==> src/rtl/iter_mul_if.sv <==
// Request/response bundle between the EX stage and the iterative multiplier.
// The requester holds start_i high until it has consumed the result.
interface iter_mul_if #(
  parameter int XLEN = 64
);
  logic            start_i;
  logic            annul_i;
  logic            signed1_i;
  logic            signed2_i;
  logic            mul_32_i;
  logic            res_hi_i;
  logic [XLEN-1:0] opdata1_i;
  logic [XLEN-1:0] opdata2_i;
  logic [XLEN-1:0] mul_res_o;
  logic            ready_o;

  modport master (
    output start_i, annul_i, signed1_i, signed2_i, mul_32_i, res_hi_i,
           opdata1_i, opdata2_i,
    input  mul_res_o, ready_o
  );

  modport slave (
    input  start_i, annul_i, signed1_i, signed2_i, mul_32_i, res_hi_i,
           opdata1_i, opdata2_i,
    output mul_res_o, ready_o
  );
endinterface

==> src/rtl/iter_mul.sv <==
// Iterative radix-2 shift-add multiplier for MUL/MULH/MULHSU/MULHU/MULW.
// Multiplies operand magnitudes one multiplier bit per cycle into a
// double-width accumulator, applies the sign in a single fix-up cycle, and
// holds the selected half until the requester drops start.
module iter_mul #(
  parameter int XLEN = 64
) (
  input  logic        clk,
  input  logic        rst,
  iter_mul_if.slave   bus
);

  localparam int PW   = 2 * XLEN;
  localparam int HALF = XLEN / 2;

  typedef enum logic [1:0] {
    ST_IDLE = 2'd0,
    ST_BUSY = 2'd1,
    ST_FIX  = 2'd2,
    ST_DONE = 2'd3
  } state_t;

  state_t          state_r,  state_nx_s;
  logic [PW-1:0]   acc_r,    acc_nx_s;
  logic [PW-1:0]   mcand_r,  mcand_nx_s;
  logic [XLEN-1:0] mplier_r, mplier_nx_s;
  logic [6:0]      cnt_r,    cnt_nx_s;
  logic            sign_r,   sign_nx_s;
  logic            mul32_r,  mul32_nx_s;
  logic            res_hi_r, res_hi_nx_s;
  logic            ready_r,  ready_nx_s;
  logic [XLEN-1:0] res_r,    res_nx_s;

  logic [XLEN-1:0] mag1_s;
  logic [XLEN-1:0] mag2_s;
  logic            sign_in_s;
  logic [6:0]      last_cnt_s;
  logic [PW-1:0]   prod_s;
  logic [XLEN-1:0] res_sel_s;

  // Absolute value of a two's complement operand when it is flagged signed.
  // The most negative value maps onto itself, read as unsigned 2^(XLEN-1).
  function automatic logic [XLEN-1:0] magnitude(input logic [XLEN-1:0] v,
                                                input logic            s);
    if (s && v[XLEN-1]) begin
      return ~v + {{(XLEN-1){1'b0}}, 1'b1};
    end else begin
      return v;
    end
  endfunction

  // Operand magnitudes and product sign from the live request inputs.
  always_comb begin
    mag1_s    = {XLEN{1'b0}};
    mag2_s    = {XLEN{1'b0}};
    sign_in_s = 1'b0;
    if (bus.mul_32_i) begin
      mag1_s    = {{HALF{1'b0}}, bus.opdata1_i[HALF-1:0]};
      mag2_s    = {{HALF{1'b0}}, bus.opdata2_i[HALF-1:0]};
      sign_in_s = 1'b0;
    end else begin
      mag1_s    = magnitude(bus.opdata1_i, bus.signed1_i);
      mag2_s    = magnitude(bus.opdata2_i, bus.signed2_i);
      sign_in_s = (bus.signed1_i & bus.opdata1_i[XLEN-1]) ^
                  (bus.signed2_i & bus.opdata2_i[XLEN-1]);
    end
  end

  // Sign-corrected product and the half of it the instruction asked for.
  always_comb begin
    prod_s     = {PW{1'b0}};
    res_sel_s  = {XLEN{1'b0}};
    last_cnt_s = mul32_r ? 7'd31 : 7'd63;
    if (sign_r) begin
      prod_s = ~acc_r + {{(PW-1){1'b0}}, 1'b1};
    end else begin
      prod_s = acc_r;
    end
    if (mul32_r) begin
      res_sel_s = {{HALF{prod_s[HALF-1]}}, prod_s[HALF-1:0]};
    end else if (res_hi_r) begin
      res_sel_s = prod_s[PW-1:XLEN];
    end else begin
      res_sel_s = prod_s[XLEN-1:0];
    end
  end

  // Next-state and next-datapath values for the sequencing FSM.
  always_comb begin
    state_nx_s  = state_r;
    acc_nx_s    = acc_r;
    mcand_nx_s  = mcand_r;
    mplier_nx_s = mplier_r;
    cnt_nx_s    = cnt_r;
    sign_nx_s   = sign_r;
    mul32_nx_s  = mul32_r;
    res_hi_nx_s = res_hi_r;
    ready_nx_s  = ready_r;
    res_nx_s    = res_r;
    case (state_r)
      ST_IDLE: begin
        ready_nx_s = 1'b0;
        res_nx_s   = {XLEN{1'b0}};
        if (bus.start_i && !bus.annul_i) begin
          mcand_nx_s  = {{XLEN{1'b0}}, mag1_s};
          mplier_nx_s = mag2_s;
          sign_nx_s   = sign_in_s;
          mul32_nx_s  = bus.mul_32_i;
          res_hi_nx_s = bus.res_hi_i;
          acc_nx_s    = {PW{1'b0}};
          cnt_nx_s    = 7'd0;
          if ((mag1_s == {XLEN{1'b0}}) || (mag2_s == {XLEN{1'b0}})) begin
            // A zero operand makes the product zero: skip the iterations.
            state_nx_s = ST_DONE;
            ready_nx_s = 1'b1;
            res_nx_s   = {XLEN{1'b0}};
          end else begin
            state_nx_s = ST_BUSY;
          end
        end else begin
          state_nx_s = ST_IDLE;
        end
      end
      ST_BUSY: begin
        if (bus.annul_i) begin
          state_nx_s = ST_IDLE;
          ready_nx_s = 1'b0;
          res_nx_s   = {XLEN{1'b0}};
        end else begin
          if (mplier_r[0]) begin
            acc_nx_s = acc_r + mcand_r;
          end else begin
            acc_nx_s = acc_r;
          end
          mcand_nx_s  = {mcand_r[PW-2:0], 1'b0};
          mplier_nx_s = {1'b0, mplier_r[XLEN-1:1]};
          cnt_nx_s    = cnt_r + 7'd1;
          if (cnt_r == last_cnt_s) begin
            state_nx_s = ST_FIX;
          end else begin
            state_nx_s = ST_BUSY;
          end
        end
      end
      ST_FIX: begin
        if (bus.annul_i) begin
          state_nx_s = ST_IDLE;
          ready_nx_s = 1'b0;
          res_nx_s   = {XLEN{1'b0}};
        end else begin
          state_nx_s = ST_DONE;
          ready_nx_s = 1'b1;
          res_nx_s   = res_sel_s;
        end
      end
      ST_DONE: begin
        // Flush has no effect here: the result is already committed.
        if (!bus.start_i) begin
          state_nx_s = ST_IDLE;
          ready_nx_s = 1'b0;
          res_nx_s   = {XLEN{1'b0}};
        end else begin
          state_nx_s = ST_DONE;
        end
      end
      default: begin
        state_nx_s = ST_IDLE;
        ready_nx_s = 1'b0;
        res_nx_s   = {XLEN{1'b0}};
      end
    endcase
  end

  // FSM state register.
  always_ff @(posedge clk) begin
    if (rst) begin
      state_r <= ST_IDLE;
    end else begin
      state_r <= state_nx_s;
    end
  end

  // Datapath and registered output register.
  always_ff @(posedge clk) begin
    if (rst) begin
      acc_r    <= {PW{1'b0}};
      mcand_r  <= {PW{1'b0}};
      mplier_r <= {XLEN{1'b0}};
      cnt_r    <= 7'd0;
      sign_r   <= 1'b0;
      mul32_r  <= 1'b0;
      res_hi_r <= 1'b0;
      ready_r  <= 1'b0;
      res_r    <= {XLEN{1'b0}};
    end else begin
      acc_r    <= acc_nx_s;
      mcand_r  <= mcand_nx_s;
      mplier_r <= mplier_nx_s;
      cnt_r    <= cnt_nx_s;
      sign_r   <= sign_nx_s;
      mul32_r  <= mul32_nx_s;
      res_hi_r <= res_hi_nx_s;
      ready_r  <= ready_nx_s;
      res_r    <= res_nx_s;
    end
  end

  assign bus.ready_o   = ready_r;
  assign bus.mul_res_o = res_r;

endmodule

==> src/flat_wrapper.sv <==
// flat-port wrapper written by rule: the top's interface ports become plain ports
module iter_mul_flat 
#(
  parameter int XLEN = 64
)
  (clk, rst, bus_start_i, bus_annul_i, bus_signed1_i, bus_signed2_i, bus_mul_32_i, bus_res_hi_i, bus_opdata1_i, bus_opdata2_i, bus_mul_res_o, bus_ready_o);
  iter_mul_if #(.XLEN(XLEN)) bus_i ();
  input  logic clk;
  input  logic rst;
  input wire logic [$bits(bus_i.start_i)-1:0] bus_start_i;
  input wire logic [$bits(bus_i.annul_i)-1:0] bus_annul_i;
  input wire logic [$bits(bus_i.signed1_i)-1:0] bus_signed1_i;
  input wire logic [$bits(bus_i.signed2_i)-1:0] bus_signed2_i;
  input wire logic [$bits(bus_i.mul_32_i)-1:0] bus_mul_32_i;
  input wire logic [$bits(bus_i.res_hi_i)-1:0] bus_res_hi_i;
  input wire logic [$bits(bus_i.opdata1_i)-1:0] bus_opdata1_i;
  input wire logic [$bits(bus_i.opdata2_i)-1:0] bus_opdata2_i;
  output wire logic [$bits(bus_i.mul_res_o)-1:0] bus_mul_res_o;
  output wire logic [$bits(bus_i.ready_o)-1:0] bus_ready_o;
  assign bus_i.start_i = bus_start_i;
  assign bus_i.annul_i = bus_annul_i;
  assign bus_i.signed1_i = bus_signed1_i;
  assign bus_i.signed2_i = bus_signed2_i;
  assign bus_i.mul_32_i = bus_mul_32_i;
  assign bus_i.res_hi_i = bus_res_hi_i;
  assign bus_i.opdata1_i = bus_opdata1_i;
  assign bus_i.opdata2_i = bus_opdata2_i;
  assign bus_mul_res_o = bus_i.mul_res_o;
  assign bus_ready_o = bus_i.ready_o;
  iter_mul #(.XLEN(XLEN)) u_core (.clk(clk), .rst(rst), .bus(bus_i));
endmodule
==> config.mk <==
export PLATFORM = sky130hd
export DESIGN_NAME = iter_mul_flat
export DESIGN_NICKNAME = d
export VERILOG_FILES = /design/src/rtl/iter_mul_if.sv /design/src/rtl/iter_mul.sv /design/src/flat_wrapper.sv
export SDC_FILE = /design/constraint.sdc
export NUM_CORES = 2
export LEC_CHECK = 0
export CORE_AREA = 5 5 198 296
export DETAILED_ROUTE_END_ITERATION = 6
export DIE_AREA = 0 0 203 301
export PLACE_DENSITY = 0.7
export SYNTH_ARGS = -nofsm -noshare
export SYNTH_HDL_FRONTEND = slang
export SYNTH_SLANG_ARGS = --single-unit
==> constraint.sdc <==
create_clock -name clk -period 9.6 [get_ports clk]
set_input_delay 2.4 -clock clk [delete_from_list [all_inputs] [get_ports clk]]
set_output_delay 2.4 -clock clk [all_outputs]
set_load 0.005 [all_outputs]
==> results.py <==
metrics = {
    "global_route": {
        "grt_pass1_wl_um": 173000,
        "grt_usage": 0.355,
        "overflow": 0,
        "grt_pass1_vias": 30500,
        "grt_max_degree": 182,
        "antenna_found_initial": 1,
    },
    "synthesis": {
        "async_flop_share": 0,
        "synth_top_area_frac": 0.263,
        "yosys-top-cells-count": "nor2_1 (509), nand2_1 (498), a21oi_1 (497)",
        "synth_fp_nets": 4530,
        "synth_cell_types": 82,
        "synth_cells": 4261,
        "synth_top_area_cell": "dfxtp_1",
        "synth_edf_count": 0,
        "synth.top_cells.by_area": "dfxtp_1 (26%), a21oi_1 (8.2%), nor2_1 (6.3%), nand2_1 (6.2%), ha_1 (5.5%)",
        "synthFlopType": "dfxtp_1",
        "syn_area_mm2": 0.0303,
        "synth.avg_cell_area_um2": 7.10,
        "post-synth-top-count-cell": "nor2_1",
        "ys_ff_latch": 397,
        "seq_area_frac_synth": 0.263,
        "ys_warn_count": 0,
    },
    "sta": {
        "rsz0062_at_grt": "no",
        "fin_setup_tns_ps": 0,
        "fin_ws_ps": 3020,
        "hold_slack_ps": 454,
        "slew_violations": 0,
        "setup_viol": 0,
        "fin_crit_ps": 6580,
        "hold_viol": 0,
        "max_freq_mhz": 152,
        "worstMarginPinSlew_ps": 1320,
        "fin_skew_ps": 22.4,
        "max-slew-margin-rel": 0.114,
        "fin_crit_sh": 0.686,
    },
    "floorplan": {
        "ios": 201,
        "initial_utilization": 0.544,
        "die_w_um": 203,
        "fp.dieArea_mm2": 0.0611,
        "die_y_um": 301,
        "core_area_mm2": 0.0556,
        "rows": 106,
    },
    "job": {
        "maxCapViolations": 0,
    },
    "clock_network": {
        "cts_hold_buffers": 0,
        "htreeDepth": 2,
        "tritoncts": "done",
        "clk_pin_slew_worst_paths_ps": 70,
        "cts_buffers": 42,
        "clk_latency_ps": 600,
        "cts_setup_buffers": 0,
        "clockRootBuffer": "clkbuf_16",
        "ctsLongestPathBuffers": 3,
        "cts.sinks": 397,
        "cts_resized": 0,
    },
    "hold_path": {
        "min_from": "u_core.bus.mul_res_o[4]",
        "hold_end": "u_core.bus.mul_res_o[4]",
        "min-delay-path-class": "flip-flop to flip-flop",
        "holdPathStages": 2,
    },
    "drt": {
        "ant_nets": 0,
        "routed_wirelength_um": 114000,
        "post_drt_wl_per_cell_um": 22.8,
        "drt_first_pass_iters": 7,
        "drt_iter0_markers": 2528,
        "drcViolationCount": 5,
        "viasPerCell": 6.45,
        "dr_total_vias": 32200,
    },
    "setup_path": {
        "crit_path_cell_trace": "clkdlybuf4s50_1 > or4_1 > or3_1 > or2_2 > nor4_2 > nand4_1 > nor4_2 > a21oi_1 > o32ai_1 > nand2_1 > nor4_1 > nand4_1 > o22ai_1 > a21oi_1 > o21ai_0",
        "path_max_fanout": 7,
        "max_stage_delay_ps": 730,
        "start_kind": "input port",
        "r2r_slack_ps": 3530,
        "crit_type": "input port to flip-flop",
        "endpoint_kind": "flip-flop",
        "worstPathArrival_ps": 7100,
        "crit_slowest_cell": "nor4_2",
        "r2r_cells": 14,
        "timing.rr.start": "u_core.acc_r[19]",
        "rr_endpoint": "u_core.acc_r[89]",
        "required_ps": 10110,
    },
    "pwr": {
        "powerDensity_mw_per_mm2": 117,
        "p_leak_nw": 12.9,
        "ir_drop_uv": 112,
    },
    "placed_design": {
        "place_ws_ps": 2510,
        "portBuffers": 200,
        "gp_congestion": 1.08,
        "dp_hpwl_um": 85900,
    },
    "cells_and_area": {
        "fin_nets": 4525,
        "syn2layout_area_growth_pct": 11.7,
        "drive_gt1_frac": 0.0413,
    },
    "status": {
        "violations": "design-rule violations",
        "outcome": "complete, but fails checks",
    },
}
## metrics by stage
| stage | instance area, um2 | utilization | total power [mW] | instances |
|---|---|---|---|---|
| after CTS | 33800 | 0.608 | 3.96 | 4987 |
| after detailed placement | 32500 | 0.584 | 2.35 | 4914 |
| after global routing | 33800 | 0.608 | 4.10 | 4988 |
| final | 33800 | 0.608 | 3.96 | 4988 |
| after floorplan | 30300 | - | 2.13 | 4261 |
| after global placement | 32500 | 0.584 | 2.35 | 4914 |
## registers in the layout, indices dropped and copies added (netlist names)
signal	cells
u_core.acc_r	128
u_core.bus.mul_res_o	64
u_core.bus.ready_o	1
u_core.cnt_r	7
u_core.mcand_r	128
u_core.mplier_r	64
u_core.mul32_r	1
u_core.res_hi_r	1
u_core.sign_r	1
u_core.state_r	2
## layer usage
metal | global-route usage | share of wire | vias up
met4 | 0.238 | 0.080 | 0
met2 | 0.617 | 0.48 | 1266
met5 | 0 | 0 | -
met1 | 0.403 | 0.38 | 15000
met3 | 0.0487 | 0.062 | 405
li1 | - | - | 15500
## worst max path at each step
stage,to,start
5_1_grt,u_core.state_r[1],bus_opdata2_i[10]
2_1_floorplan,u_core.bus.ready_o,bus_opdata1_i[26]
3_5_place_dp,u_core.state_r[1],bus_opdata2_i[10]
6_report,u_core.state_r[1],bus_opdata2_i[10]
4_1_cts,u_core.state_r[1],bus_opdata2_i[10]
3_3_place_gp,u_core.bus.ready_o,bus_opdata2_i[10]
## final cells by class
cell class / count / area [um2]
Antenna cell: 1 / 2.50
Clock buffer: 58 / 1190
Clock inverter: 15 / 126
Fill cell: 5287 / 21800
Inverter: 59 / 221
Multi-Input combinational cell: 3512 / 21100
Sequential cell: 397 / 7950
Tap cell: 702 / 878
Timing Repair Buffer: 244 / 2350
## cell families (layout without fill, tap and decap cells)
logic type	after synthesis	in the layout	synth area share
multiplexers	9	9	0.00306
AND/OR/NAND/NOR	1705	1705	0.262
buffers and inverters	352	376	0.0437
XOR/XNOR	336	336	0.0973
adder cells (fa/ha/maj)	133	133	0.0552
flip-flops	397	397	0.263
AO/OA/AOI/OAI	1329	1329	0.276
other	0	1	0
## layout by cell type (no fill, tap or decap), drive strengths merged, types with 87 or more instances in the layout
master and n:
a21oi 497, dfxtp 397, nor3 152, o21ai 253, a211oi 87, ha 132, nand2 499, nand3 178
xnor2 170, clkdlybuf4s50 199, xor2 166, nor2 511
## worst max-delay path, delay by kind of cell
kind / cells / cell delay (ps)
AO/OA/AOI/OAI: 5 / 790
buffers and inverters: 1 / 480
AND/OR/NAND/NOR: 9 / 3410
## power breakdown
| part | total (mW) | internal, mW | switching [mW] | leakage (nW) |
|---|---|---|---|---|
| Clock | 1.63 | 0.901 | 0.732 | 0.656 |
| Sequential | 1.73 | 1.69 | 0.0428 | 3.22 |
| Combinational | 0.593 | 0.207 | 0.386 | 9.07 |
No activity file was read; power rests on OpenSTA's default activity.
